## src/rtl/sprite_line_renderer_pkg.sv

```systemverilog
// Shared types and constants for the scanline sprite compositor.
package sprite_pkg;

  localparam int unsigned N_SPR    = 8;
  localparam int unsigned N_SLOT   = 4;
  localparam int unsigned H_ACTIVE = 640;
  localparam int unsigned H_TOTAL  = 800;
  localparam int unsigned SPR_W    = 16;
  localparam logic [11:0] BG_COLOR = 12'h000;

  localparam int unsigned IdxW  = $clog2(N_SPR);
  localparam int unsigned SlotW = $clog2(N_SLOT);
  localparam int unsigned CntW  = $clog2(N_SLOT + 1);

  typedef struct packed {
    logic        en;
    logic [9:0]  x;
    logic [9:0]  y;
    logic [3:0]  pat;
    logic [11:0] color;
  } spr_entry_t;

  typedef struct packed {
    logic [9:0]  x;
    logic [11:0] color;
    logic [15:0] row;
  } slot_t;

  typedef enum logic [1:0] {StIdle, StScan, StFetch, StDone} fsm_t;

  // Unsigned wrap makes lines above the sprite top fail the row-range test too.
  function automatic logic spr_hit(spr_entry_t e, logic [9:0] ly);
    logic [9:0] d;
    d = ly - e.y;
    return e.en && (ly >= e.y) && (d < 10'(SPR_W));
  endfunction

endpackage

```

## src/rtl/sprite_line_renderer_if.sv

```systemverilog
// Timing, sprite-table, pattern-ROM and pixel-stream signals of the renderer.
interface sprite_line_renderer_if;
  import sprite_pkg::*;

  logic            frame_start;
  logic [9:0]      hpos;
  logic [9:0]      line_y;
  logic            line_valid;
  logic            spr_we;
  logic [IdxW-1:0] spr_idx;
  logic [9:0]      spr_x;
  logic [9:0]      spr_y;
  logic [3:0]      spr_pat;
  logic [11:0]     spr_color;
  logic            spr_en;
  logic [7:0]      pat_addr;
  logic [15:0]     pat_data;
  logic [11:0]     pix_color;
  logic            pix_we;
  logic            overflow;

  modport master (
    output frame_start, hpos, line_y, line_valid, spr_we, spr_idx, spr_x, spr_y, spr_pat,
           spr_color, spr_en, pat_data,
    input  pat_addr, pix_color, pix_we, overflow
  );

  modport slave (
    input  frame_start, hpos, line_y, line_valid, spr_we, spr_idx, spr_x, spr_y, spr_pat,
           spr_color, spr_en, pat_data,
    output pat_addr, pix_color, pix_we, overflow
  );

endinterface

```

## src/rtl/sprite_line_renderer_slot_mux.sv

```systemverilog
// Combinational priority pick of the first opaque slot at the given pixel.
module sprite_slot_mux
  import sprite_pkg::*;
(
  input  slot_t             slots_i [N_SLOT],
  input  logic [N_SLOT-1:0] valid_i,
  input  logic [9:0]        hpos_i,
  output logic              hit_o,
  output logic [11:0]       color_o
);

  logic [9:0] off;

  // Walk from the highest slot down so the lowest index overrides.
  always_comb begin
    hit_o   = 1'b0;
    color_o = BG_COLOR;
    off     = '0;
    for (int s = N_SLOT - 1; s >= 0; s--) begin
      off = hpos_i - slots_i[s].x;
      if (valid_i[s] && (hpos_i >= slots_i[s].x) && (off < 10'(SPR_W)) &&
          slots_i[s].row[4'd15 - off[3:0]]) begin
        hit_o   = 1'b1;
        color_o = slots_i[s].color;
      end
    end
  end

endmodule

```

## src/rtl/sprite_line_renderer.sv

```systemverilog
// Scanline sprite compositor: scans the table in hblank, composites the next active line.
module sprite_line_renderer
  import sprite_pkg::*;
(
  input  logic                          clk,
  input  logic                          reset,
  sprite_line_renderer_if.slave         bus_io
);

  spr_entry_t        tbl_q [N_SPR];
  slot_t             shadow_q [N_SLOT];
  slot_t             act_q [N_SLOT];
  fsm_t              state_q, state_d;
  logic [IdxW-1:0]   idx_q, idx_d;
  logic [CntW-1:0]   cnt_q, cnt_d;
  logic [9:0]        ly_q, ly_d;
  logic              lv_q, lv_d;
  logic [N_SLOT-1:0] shv_q, shv_d;
  logic [N_SLOT-1:0] actv_q;
  logic              act_lv_q;
  logic              ovf_q, ovf_d;
  logic [7:0]        pat_addr_q, pat_addr_d;
  logic [11:0]       pix_color_q, pix_color_d;
  logic              pix_we_q, pix_we_d;
  logic              store_en, copy_en, clear_act, drop, hit, last;
  logic              mux_hit;
  logic [11:0]       mux_color;
  spr_entry_t        cur;

  assign cur  = tbl_q[idx_q];
  assign hit  = spr_hit(cur, ly_q);
  assign last = (idx_q == IdxW'(N_SPR - 1));

  always_comb begin
    state_d    = state_q;
    idx_d      = idx_q;
    cnt_d      = cnt_q;
    ly_d       = ly_q;
    lv_d       = lv_q;
    shv_d      = shv_q;
    pat_addr_d = pat_addr_q;
    store_en   = 1'b0;
    copy_en    = 1'b0;
    drop       = 1'b0;
    unique case (state_q)
      StIdle: begin
        if (bus_io.hpos == 10'(H_ACTIVE)) begin
          ly_d    = bus_io.line_y;
          lv_d    = bus_io.line_valid;
          shv_d   = '0;
          cnt_d   = '0;
          idx_d   = '0;
          state_d = StScan;
        end
      end
      StScan: begin
        if (hit && (cnt_q < CntW'(N_SLOT))) begin
          pat_addr_d = {cur.pat, 4'(ly_q - cur.y)};
          state_d    = StFetch;
        end else begin
          drop = hit;
          if (last) state_d = StDone;
          else      idx_d   = idx_q + 1'b1;
        end
      end
      StFetch: begin
        store_en                  = 1'b1;
        shv_d[cnt_q[SlotW-1:0]]   = 1'b1;
        cnt_d                     = cnt_q + 1'b1;
        if (last) begin
          state_d = StDone;
        end else begin
          idx_d   = idx_q + 1'b1;
          state_d = StScan;
        end
      end
      StDone: begin
        if (bus_io.hpos == 10'(H_TOTAL - 1)) begin
          copy_en = 1'b1;
          state_d = StIdle;
        end
      end
      default: state_d = StIdle;
    endcase
  end

  // A line whose blank was never scanned shows no sprites.
  assign clear_act = (bus_io.hpos == 10'(H_TOTAL - 1)) && (state_q != StDone);

  always_comb begin
    ovf_d = ovf_q;
    if (bus_io.frame_start) ovf_d = 1'b0;
    if (drop)               ovf_d = 1'b1;
  end

  sprite_slot_mux u_slot_mux (
    .slots_i (act_q),
    .valid_i (actv_q),
    .hpos_i  (bus_io.hpos),
    .hit_o   (mux_hit),
    .color_o (mux_color)
  );

  always_comb begin
    pix_we_d    = (bus_io.hpos < 10'(H_ACTIVE)) && act_lv_q;
    pix_color_d = (pix_we_d && mux_hit) ? mux_color : BG_COLOR;
  end

  always_ff @(posedge clk) begin
    if (reset) begin
      for (int k = 0; k < N_SPR; k++) tbl_q[k] <= '0;
      state_q     <= StIdle;
      idx_q       <= '0;
      cnt_q       <= '0;
      ly_q        <= '0;
      lv_q        <= 1'b0;
      shv_q       <= '0;
      actv_q      <= '0;
      act_lv_q    <= 1'b0;
      ovf_q       <= 1'b0;
      pat_addr_q  <= '0;
      pix_color_q <= BG_COLOR;
      pix_we_q    <= 1'b0;
    end else begin
      if (bus_io.spr_we) begin
        tbl_q[bus_io.spr_idx] <= '{en: bus_io.spr_en, x: bus_io.spr_x, y: bus_io.spr_y,
                                   pat: bus_io.spr_pat, color: bus_io.spr_color};
      end
      state_q     <= state_d;
      idx_q       <= idx_d;
      cnt_q       <= cnt_d;
      ly_q        <= ly_d;
      lv_q        <= lv_d;
      shv_q       <= shv_d;
      ovf_q       <= ovf_d;
      pat_addr_q  <= pat_addr_d;
      pix_color_q <= pix_color_d;
      pix_we_q    <= pix_we_d;
      if (copy_en) begin
        actv_q   <= shv_q;
        act_lv_q <= lv_q;
      end else if (clear_act) begin
        actv_q   <= '0;
        act_lv_q <= bus_io.line_valid;
      end
    end
  end

  // Slot payloads are qualified by the valid bits, so they need no reset.
  always_ff @(posedge clk) begin
    if (store_en) begin
      shadow_q[cnt_q[SlotW-1:0]] <= '{x: cur.x, color: cur.color, row: bus_io.pat_data};
    end
    if (copy_en) act_q <= shadow_q;
  end

  assign bus_io.pat_addr  = pat_addr_d;
  assign bus_io.pix_color = pix_color_q;
  assign bus_io.pix_we    = pix_we_q;
  assign bus_io.overflow  = ovf_q;

endmodule

```

## src/flat_wrapper.sv

```systemverilog
// flat-port wrapper written by rule: the top's interface ports become plain ports
module sprite_line_renderer_flat import sprite_pkg::*;
  (clk, reset, bus_io_frame_start, bus_io_hpos, bus_io_line_y, bus_io_line_valid, bus_io_spr_we, bus_io_spr_idx, bus_io_spr_x, bus_io_spr_y, bus_io_spr_pat, bus_io_spr_color, bus_io_spr_en, bus_io_pat_data, bus_io_pat_addr, bus_io_pix_color, bus_io_pix_we, bus_io_overflow);
  sprite_line_renderer_if bus_io_i ();
  input  logic clk;
  input  logic reset;
  input wire logic [$bits(bus_io_i.frame_start)-1:0] bus_io_frame_start;
  input wire logic [$bits(bus_io_i.hpos)-1:0] bus_io_hpos;
  input wire logic [$bits(bus_io_i.line_y)-1:0] bus_io_line_y;
  input wire logic [$bits(bus_io_i.line_valid)-1:0] bus_io_line_valid;
  input wire logic [$bits(bus_io_i.spr_we)-1:0] bus_io_spr_we;
  input wire logic [$bits(bus_io_i.spr_idx)-1:0] bus_io_spr_idx;
  input wire logic [$bits(bus_io_i.spr_x)-1:0] bus_io_spr_x;
  input wire logic [$bits(bus_io_i.spr_y)-1:0] bus_io_spr_y;
  input wire logic [$bits(bus_io_i.spr_pat)-1:0] bus_io_spr_pat;
  input wire logic [$bits(bus_io_i.spr_color)-1:0] bus_io_spr_color;
  input wire logic [$bits(bus_io_i.spr_en)-1:0] bus_io_spr_en;
  input wire logic [$bits(bus_io_i.pat_data)-1:0] bus_io_pat_data;
  output wire logic [$bits(bus_io_i.pat_addr)-1:0] bus_io_pat_addr;
  output wire logic [$bits(bus_io_i.pix_color)-1:0] bus_io_pix_color;
  output wire logic [$bits(bus_io_i.pix_we)-1:0] bus_io_pix_we;
  output wire logic [$bits(bus_io_i.overflow)-1:0] bus_io_overflow;
  assign bus_io_i.frame_start = bus_io_frame_start;
  assign bus_io_i.hpos = bus_io_hpos;
  assign bus_io_i.line_y = bus_io_line_y;
  assign bus_io_i.line_valid = bus_io_line_valid;
  assign bus_io_i.spr_we = bus_io_spr_we;
  assign bus_io_i.spr_idx = bus_io_spr_idx;
  assign bus_io_i.spr_x = bus_io_spr_x;
  assign bus_io_i.spr_y = bus_io_spr_y;
  assign bus_io_i.spr_pat = bus_io_spr_pat;
  assign bus_io_i.spr_color = bus_io_spr_color;
  assign bus_io_i.spr_en = bus_io_spr_en;
  assign bus_io_i.pat_data = bus_io_pat_data;
  assign bus_io_pat_addr = bus_io_i.pat_addr;
  assign bus_io_pix_color = bus_io_i.pix_color;
  assign bus_io_pix_we = bus_io_i.pix_we;
  assign bus_io_overflow = bus_io_i.overflow;
  sprite_line_renderer u_core (.clk(clk), .reset(reset), .bus_io(bus_io_i));
endmodule
```

## config.mk

```make
export PLATFORM = sky130hd
export DESIGN_NAME = sprite_line_renderer_flat
export DESIGN_NICKNAME = d
export VERILOG_FILES = /design/src/rtl/sprite_line_renderer_pkg.sv /design/src/rtl/sprite_line_renderer_if.sv /design/src/rtl/sprite_line_renderer_slot_mux.sv /design/src/rtl/sprite_line_renderer.sv /design/src/flat_wrapper.sv
export SDC_FILE = /design/constraint.sdc
export NUM_CORES = 1
export LEC_CHECK = 0
export CORE_UTILIZATION = 55
export DETAILED_ROUTE_END_ITERATION = 8
export PLACE_DENSITY = 0.84
export SLEW_MARGIN = 30
export SYNTH_ARGS = -nofsm -noshare
export SYNTH_HDL_FRONTEND = slang
export SYNTH_SLANG_ARGS = --single-unit
```

## constraint.sdc

```tcl
create_clock -name clk -period 30.4 [get_ports clk]
set_clock_uncertainty 0.15 [all_clocks]
set_input_delay 3.04 -clock clk [delete_from_list [all_inputs] [get_ports clk]]
set_output_delay 3.04 -clock clk [all_outputs]
set_load 0.01 [all_outputs]
```

==> results.md, run 1 <==
| Parameter | Value | Unit |
|---|---|---|
| Status | completed | - |
| Cells taking the most area after synthesis | sky130_fd_sc_hd__edfxtp_1, sky130_fd_sc_hd__mux4_2, sky130_fd_sc_hd__and2_1 | - |
| CORE AREA | 0.0494 | sq mm |
| Share of Yosys cell area claimed by the top area cell type | 64.9 | % |
| X dimension of the die | 227 | microns |
| Area enclosed by the die boundary | 0.0514 | sq mm |
| CP Max Fanout | 40 | - |
| Warnings, synthesis | 0 | - |
| Final core area utilization | 64.2 | % |
| Arrival time of the worst setup path | 6.42 | ns |
| Count of H-tree levels built during CTS | 3 | - |
| First drt pass iteration count | 5 | - |
| I/O Buffers | 102 | - |
| Crit path launch type | flip-flop | - |
| Post-synthesis xor/xnor area fraction | 0.820 | % |
| Clock root buffer master | sky130_fd_sc_hd__clkbuf_16 | - |
| Number of flops mapped to enable cells by yosys | 600 | - |
| Crit share post-route | 31.6 | % |
| Most used DFF post-synth | sky130_fd_sc_hd__edfxtp_1 | - |
| Final hold violations | 0 | - |
| Top-Level Pins | 103 | - |
| Max clock buf depth | 3 | - |
| Setup TNS after final layout | 0 | ns |
| Initial antenna violation count | 4 | - |
| Via count of the first global-routing pass | 16200 | - |
| RSZ-0062 raised after global routing | no | - |
| Clock sink total | 653 | - |
| Largest family of logic cells by synthesized area | simple AND/OR/NAND/NOR gates | - |
| Post-synthesis sequential area ratio | 68.7 | % |
| Drt wl/cell | 23.5 | microns |
| Inserted Clock Buffers | 66 | - |
| Critical Path End Type | output port | - |
| Initial Utilization | 56.3 | % |
| Worst skew pair latency | 0.60 | ns |
| Final Critical Period | 9.61 | ns |
| Required time at the endpoint of the critical path | 27.21 | ns |
| Clk slew on worst S/H paths | 0.06 | ns |
| First-pass GRT wire length | 93.0 | mm |
| Global route overflow | 0 | - |
| Post-placement cell count | 2521 | - |
| Async set-or-reset flop fraction in the synthesized netlist | 0 | % |
| Maximum operating frequency | 104 | MHz |
| Fill cell instance count of the final layout | 3336 | - |
| Routability Congestion | 0.893 | - |
| Post-Synth Simple-Gate Area | 12.2 | % |
| TritonCTS clock tree | yes | - |
| Synth cell types | 64 | - |
| Drt initial violations | 1516 | - |
| Area share of fa/ha/maj cells after synthesis | 3.02 | % |
| Area added between synthesis and finish | 14.2 | % |
| Floorplan die height | 227 | microns |
| Final net count | 2070 | - |
| Worst-case headroom to the max-slew limit | 33.2 | % |
| Detailed Route WL | 62.2 | mm |
| Number of setup buffers added after CTS | 0 | - |
| Total nets after synthesis | 1952 | - |
| Setup-violating endpoint count in the final report | 0 | - |
| Proportion of layout cells with a drive suffix above 1 | 12.8 | % |
| Largest vdd supply drop | 0.0000433 | V |
| Hold bufs inserted after CTS | 0 | - |
| Synthesized flop and latch total | 653 | - |
| Max-cap check violation count | 0 | - |
| Instance area at placement | 0.0296 | sq mm |
| Tightest hold margin | 0.262 | ns |
| Number of nets still failing antenna checks after routing | 0 | - |
| Overall via count from detail_route | 15800 | - |
| Number of core rows | 81 | - |
| Hold/Removal Path Class | reg -> reg | - |
| Non-filler cells, final | 2642 | - |
| Max-slew violation count | 0 | - |
| Power density normalized to cell area | 60.1 | mW/mm^2 |
| Final instance area | 0.0317 | sq mm |
| Resized Gates After CTS | 0 | - |
| Crit Path Class | reg -> out | - |
| DRC Markers | 0 | - |
| Maximum number of pins on one net before global-route repair | 85 | - |
| Via/cell ratio | 6.00 | - |
| Pin slew with the least headroom to its limit | 1.00 | ns |
| DPL Wire Length | 37.3 | mm |
| Gate count after technology mapping | 1807 | - |
| Mean cell area of the mapped netlist | 15.4 | sq um |
| Leading area contributor after synthesis | sky130_fd_sc_hd__edfxtp_1 | - |
| Static leakage | 11.0 | nW |
| Post-synthesis compound-gate area fraction | 4.42 | % |
| Overall global routing resource usage | 24.7 | % |
| Synth Cell Area | 0.0278 | sq mm |
| Mux share of post-synthesis cell area | 8.69 | % |
## cells in the mapped netlist (all sizes together), types with 7 or more instances
library cell,count
inv,73
edfxtp,600
nand2b,8
a211oi,20
mux2i,24
nand2,146
xnor2,15
a21oi,42
nor3,14
nand3b,18
or2,9
a31oi,10
a221oi,9
nor2b,15
nand3,13
buf,19
and2,304
clkbuf,59
o21bai,12
nor4,8
dfxtp,53
mux4,90
ha,59
xor2,11
mux2,11
nor2,48
o21ai,21
o21a,7
## metal layers
layer / wire length, microns / global-route usage [%]
met1: 23500 / 31.0
met2: 31700 / 42.2
met3: 4820 / 4.35
met4: 2220 / 10.8
met5: 26 / 0
## worst paths after layout
kind,startpoint,end,slack [ns],cells after the start
worst min register to register,u_core.shadow_q[16]$_DFFE_PP_,u_core.act_q[16]$_DFFE_PP_,0.26,0
worst max register to register,flip-flop,u_core.pat_addr_q[7]$_SDFF_PP0_,24.62,14
worst min-delay path,u_core.shadow_q[16]$_DFFE_PP_,u_core.act_q[16]$_DFFE_PP_,0.26,0
worst max-delay path,flip-flop,bus_io_pat_addr[3],20.79,14
## logic make-up after synthesis
family	count (synthesis)
flops	653
simple gates	612
compound gates	176
buf+inv	151
mux	125
fa+ha+maj	64
xor+xnor	26
## state kept, by name, summed over array words and instances, names as in the netlist, named ones only
signal / cells
u_core.tbl_q: 296
u_core.act_q: 152
u_core.shadow_q: 152
u_core.bus_io.pix_color: 12
u_core.ly_q: 10
u_core.pat_addr_q: 8
u_core.actv_q: 4
u_core.shv_q: 4
u_core.cnt_q: 3
u_core.idx_q: 3
u_core.state_q: 2
u_core.act_lv_q: 1
u_core.bus_io.overflow: 1
u_core.bus_io.pix_we: 1
u_core.lv_q: 1
## through the flow
step | setup WS, ns | power (mW)
after floorplan | 11.61 | 1.07
after global placement | 21.44 | 1.11
after detailed placement | 21.40 | 1.12
after CTS | 20.72 | 1.91
after global routing | 20.44 | 1.95
final | 20.79 | 1.90
## layout by cell type, fill, tap and decap left out, types with 7 or more instances in the layout
master	count
sky130_fd_sc_hd__a211oi_1	20
sky130_fd_sc_hd__a21oi_1	42
sky130_fd_sc_hd__a221oi_1	9
sky130_fd_sc_hd__a31oi_1	10
sky130_fd_sc_hd__and2_1	300
sky130_fd_sc_hd__buf_4	24
sky130_fd_sc_hd__clkbuf_1	15
sky130_fd_sc_hd__clkbuf_16	69
sky130_fd_sc_hd__clkdlybuf4s50_1	101
sky130_fd_sc_hd__clkinv_1	12
sky130_fd_sc_hd__dfxtp_1	51
sky130_fd_sc_hd__edfxtp_1	600
sky130_fd_sc_hd__ha_1	59
sky130_fd_sc_hd__inv_1	72
sky130_fd_sc_hd__mux2_2	8
sky130_fd_sc_hd__mux2i_1	24
sky130_fd_sc_hd__mux4_2	87
sky130_fd_sc_hd__nand2_1	146
sky130_fd_sc_hd__nand2b_1	8
sky130_fd_sc_hd__nand3_1	13
sky130_fd_sc_hd__nand3b_1	18
sky130_fd_sc_hd__nor2_1	42
sky130_fd_sc_hd__nor2b_1	12
sky130_fd_sc_hd__nor3_1	12
sky130_fd_sc_hd__o21a_1	7
sky130_fd_sc_hd__o21ai_0	21
sky130_fd_sc_hd__o21bai_1	12
sky130_fd_sc_hd__or2_2	9
sky130_fd_sc_hd__xnor2_1	15
sky130_fd_sc_hd__xor2_1	11
## worst max-delay path: stages, from the launching register on
cell                              delay, ns
sky130_fd_sc_hd__dfxtp_4               0.82
sky130_fd_sc_hd__buf_4                 0.78
sky130_fd_sc_hd__mux4_2                0.59
sky130_fd_sc_hd__nand2_1               0.09
sky130_fd_sc_hd__nand2_1               0.07
sky130_fd_sc_hd__ha_1                  0.21
sky130_fd_sc_hd__fa_1                  0.44
sky130_fd_sc_hd__nor2b_1               0.18
sky130_fd_sc_hd__o31a_1                0.19
sky130_fd_sc_hd__a211oi_1              0.10
sky130_fd_sc_hd__xnor2_1               0.14
sky130_fd_sc_hd__or3b_2                0.43
sky130_fd_sc_hd__or4_1                 0.82
sky130_fd_sc_hd__mux2_2                0.44
sky130_fd_sc_hd__clkdlybuf4s50_1       0.49
## report_power, final
part           switching, mW  internal [mW]  total [mW]  leakage (nW)
Sequential           0.00759           1.00        1.01          5.99
Combinational         0.0550         0.0371      0.0921          3.92
Clock                  0.335          0.467       0.802          1.04
Total                  0.397           1.51        1.90          11.0
## area by class of cell
| class | count | area, sq um | share of cell area [%] |
|---|---|---|---|
| sequential | 653 | 19100 | 60.2 |
| inverter | 73 | 274 | 0.864 |
| multi-input combinational | 1003 | 8150 | 25.7 |
| clock buffer | 87 | 1820 | 5.75 |
| tap | 664 | 831 | 2.62 |
| timing repair buffer | 128 | 1230 | 3.87 |
| antenna | 2 | 5.00 | 0.0158 |
| clock inverter | 32 | 304 | 0.959 |
Power figures use the tool's default switching activity.
==> run 2: changes to the inputs <==
- PLACE_DENSITY: 0.84 -> 0.87
- clock period: 30.4 -> 8.45 ns (I/O delays scaled with it)
==> results.md, run 2 (synthesized netlist as in run 1, its figures left out) <==
| Parameter | Value | Unit | Delta |
|---|---|---|---|
| Routability Congestion | 0.886 | - | -0.77% |
| Register with the highest flop count | u_core.tbl_q | - |  |
| Setup TNS after final layout | 0 | ns | unchanged |
| Inserted Clock Buffers | 67 | - | +1.5% |
| Critical Path End Type | output port | - |  |
| Worst-case headroom to the max-slew limit | 29.9 | % | -3.3 points |
| Final Critical Period | 6.76 | ns |  |
| Static leakage | 11.0 | nW | +0.64% |
| CORE AREA | 0.0494 | sq mm | unchanged |
| Initial antenna violation count | 5 | - | +1 |
| Floorplan die height | 227 | microns | unchanged |
| Pin slew with the least headroom to its limit | 1.05 | ns | +0.0496 ns |
| Hold bufs inserted after CTS | 0 | - | unchanged |
| Final instance area | 0.0318 | sq mm | +0.37% |
| Max-cap check violation count | 0 | - | unchanged |
| Largest vdd supply drop | 0.000128 | V | +190% |
| Power density normalized to cell area | 218 | mW/mm^2 | +260% |
| First-pass GRT wire length | 97.8 | mm | +5.1% |
| Via count of the first global-routing pass | 16900 | - | +3.8% |
| Required time at the endpoint of the critical path | 7.46 | ns | -19.75 ns |
| Hold/Removal Path Class | reg -> reg | - |  |
| Top-Level Pins | 103 | - | unchanged |
| DRC Markers | 0 | - | unchanged |
| Detailed Route WL | 64.9 | mm | +4.4% |
| I/O Buffers | 102 | - | unchanged |
| Crit share post-route | 80.0 | % |  |
| Clock root buffer master | sky130_fd_sc_hd__clkbuf_16 | - |  |
| Clock sink total | 653 | - | unchanged |
| Commonest non-fill, non-tap cells in the layout | sky130_fd_sc_hd__edfxtp_1, sky130_fd_sc_hd__and2_1, sky130_fd_sc_hd__nand2_1 | - |  |
| Resized Gates After CTS | 0 | - | unchanged |
| Overall via count from detail_route | 16300 | - | +2.7% |
| First drt pass iteration count | 8 | - | +3 |
| Area added between synthesis and finish | 14.6 | % |  |
| Crit Path Class | reg -> out | - |  |
| X dimension of the die | 227 | microns | unchanged |
| Drt initial violations | 1817 | - | +20% |
| Min-Delay Path Depth | 0 | - | unchanged |
| Worst skew pair latency | 0.62 | ns | +0.02 ns |
| Maximum number of pins on one net before global-route repair | 78 | - | -8.2% |
| Setup-violating endpoint count in the final report | 0 | - | unchanged |
| Number of core rows | 81 | - | unchanged |
| RSZ-0062 raised after global routing | no | - |  |
| Instance area at placement | 0.0296 | sq mm | about the same |
| DPL Wire Length | 38.5 | mm | +3.2% |
| Reg2reg path depth | 11 | - | -3 |
| Number of setup buffers added after CTS | 0 | - | unchanged |
| Initial Utilization | 56.3 | % | unchanged |
| Global route overflow | 0 | - | unchanged |
| Proportion of layout cells with a drive suffix above 1 | 13.2 | % | +0.41 points |
| Final net count | 2073 | - | +0.14% |
| Clk slew on worst S/H paths | 0.06 | ns | about the same |
| CP Max Fanout | 33 | - | -18% |
| Fill cell instance count of the final layout | 3246 | - | -2.7% |
| Status | completed | - |  |
| Overall global routing resource usage | 26.0 | % | +1.3 points |
| Max clock buf depth | 3 | - | unchanged |
| Crit path launch type | flip-flop | - |  |
| Max-slew violation count | 0 | - | unchanged |
| Maximum operating frequency | 148 | MHz |  |
| Via/cell ratio | 6.16 | - | +2.7% |
| Leading cell type in the layout, fill and taps excluded | sky130_fd_sc_hd__edfxtp_1 | - |  |
| Number of nets still failing antenna checks after routing | 0 | - | unchanged |
| Final hold violations | 0 | - | unchanged |
| Max reg flops | 296 | - | unchanged |
| Count of H-tree levels built during CTS | 3 | - | unchanged |
| Drt wl/cell | 24.6 | microns | +4.4% |
| TritonCTS clock tree | yes | - |  |
| Area enclosed by the die boundary | 0.0514 | sq mm | unchanged |
| Arrival time of the worst setup path | 5.77 | ns | -0.65 ns |
[run 2: layout make-up]
cell class / instances / area [sq um] / share of cell area (%)
Tap cell: 664 / 831 / 2.61
Timing Repair Buffer: 130 / 1260 / 3.96
Antenna cell: 2 / 5.00 / 0.0157
Clock buffer: 83 / 1830 / 5.75
Sequential cell: 653 / 19100 / 60.0
Clock inverter: 33 / 375 / 1.18
Multi-Input combinational cell: 1003 / 8160 / 25.7
Inverter: 73 / 274 / 0.861
[run 2: stage by stage]
step                      hold WS, ns  std cells  util [%]  power (mW)  worst slack, ns
after CTS                       0.266       2637      64.4        6.96             1.67
after detailed placement        0.255       2521      59.9        4.03             2.40
after floorplan                 0.250       1807         -        3.87             1.87
after global routing            0.272       2641      64.5        7.11             1.42
final                           0.260       2641      64.5        6.95             1.69
after global placement          0.250       2521      59.9        4.00             2.47
[run 2: worst paths after layout]
path / startpoint / slack [ns] / end
setup reg to reg: flip-flop / 3.35 / u_core.pat_addr_q[7]$_SDFF_PP0_
setup / recovery: flip-flop / 1.69 / bus_io_pat_addr[6]
hold / removal: u_core.shadow_q[52]$_DFFE_PP_ / 0.26 / u_core.act_q[52]$_DFFE_PP_
hold reg to reg: u_core.shadow_q[52]$_DFFE_PP_ / 0.26 / u_core.act_q[52]$_DFFE_PP_
[run 2: critical path, stage by stage, from the launching register on]
cell and delay (ns):
sky130_fd_sc_hd__dfxtp_4 0.76, sky130_fd_sc_hd__mux4_2 0.58, sky130_fd_sc_hd__mux2i_1 0.17, sky130_fd_sc_hd__ha_1 0.36, sky130_fd_sc_hd__xor2_1 0.18, sky130_fd_sc_hd__o21ai_0 0.28, sky130_fd_sc_hd__o221ai_1 0.19, sky130_fd_sc_hd__a311o_1 0.33
sky130_fd_sc_hd__or3_1 0.36, sky130_fd_sc_hd__or4_1 0.94, sky130_fd_sc_hd__mux2_4 0.48, sky130_fd_sc_hd__clkdlybuf4s50_1 0.48
[run 2: report_power, final]
group | total (mW) | internal (mW) | switching (mW)
logic | 0.334 | 0.134 | 0.200
clock network | 2.98 | 1.76 | 1.22
registers | 3.64 | 3.61 | 0.0297
total | 6.95 | 5.49 | 1.45
[run 2: per-layer routing]
| layer | track usage (%) | up-vias | part of all wire [%] |
|---|---|---|---|
| met5 | 0 | - | 0.026 |
| met4 | 10.4 | 2 | 3.3 |
| met3 | 4.59 | 165 | 9.2 |
| met2 | 44.2 | 991 | 51 |
| met1 | 33.1 | 8119 | 37 |
| li1 | - | 6992 | - |
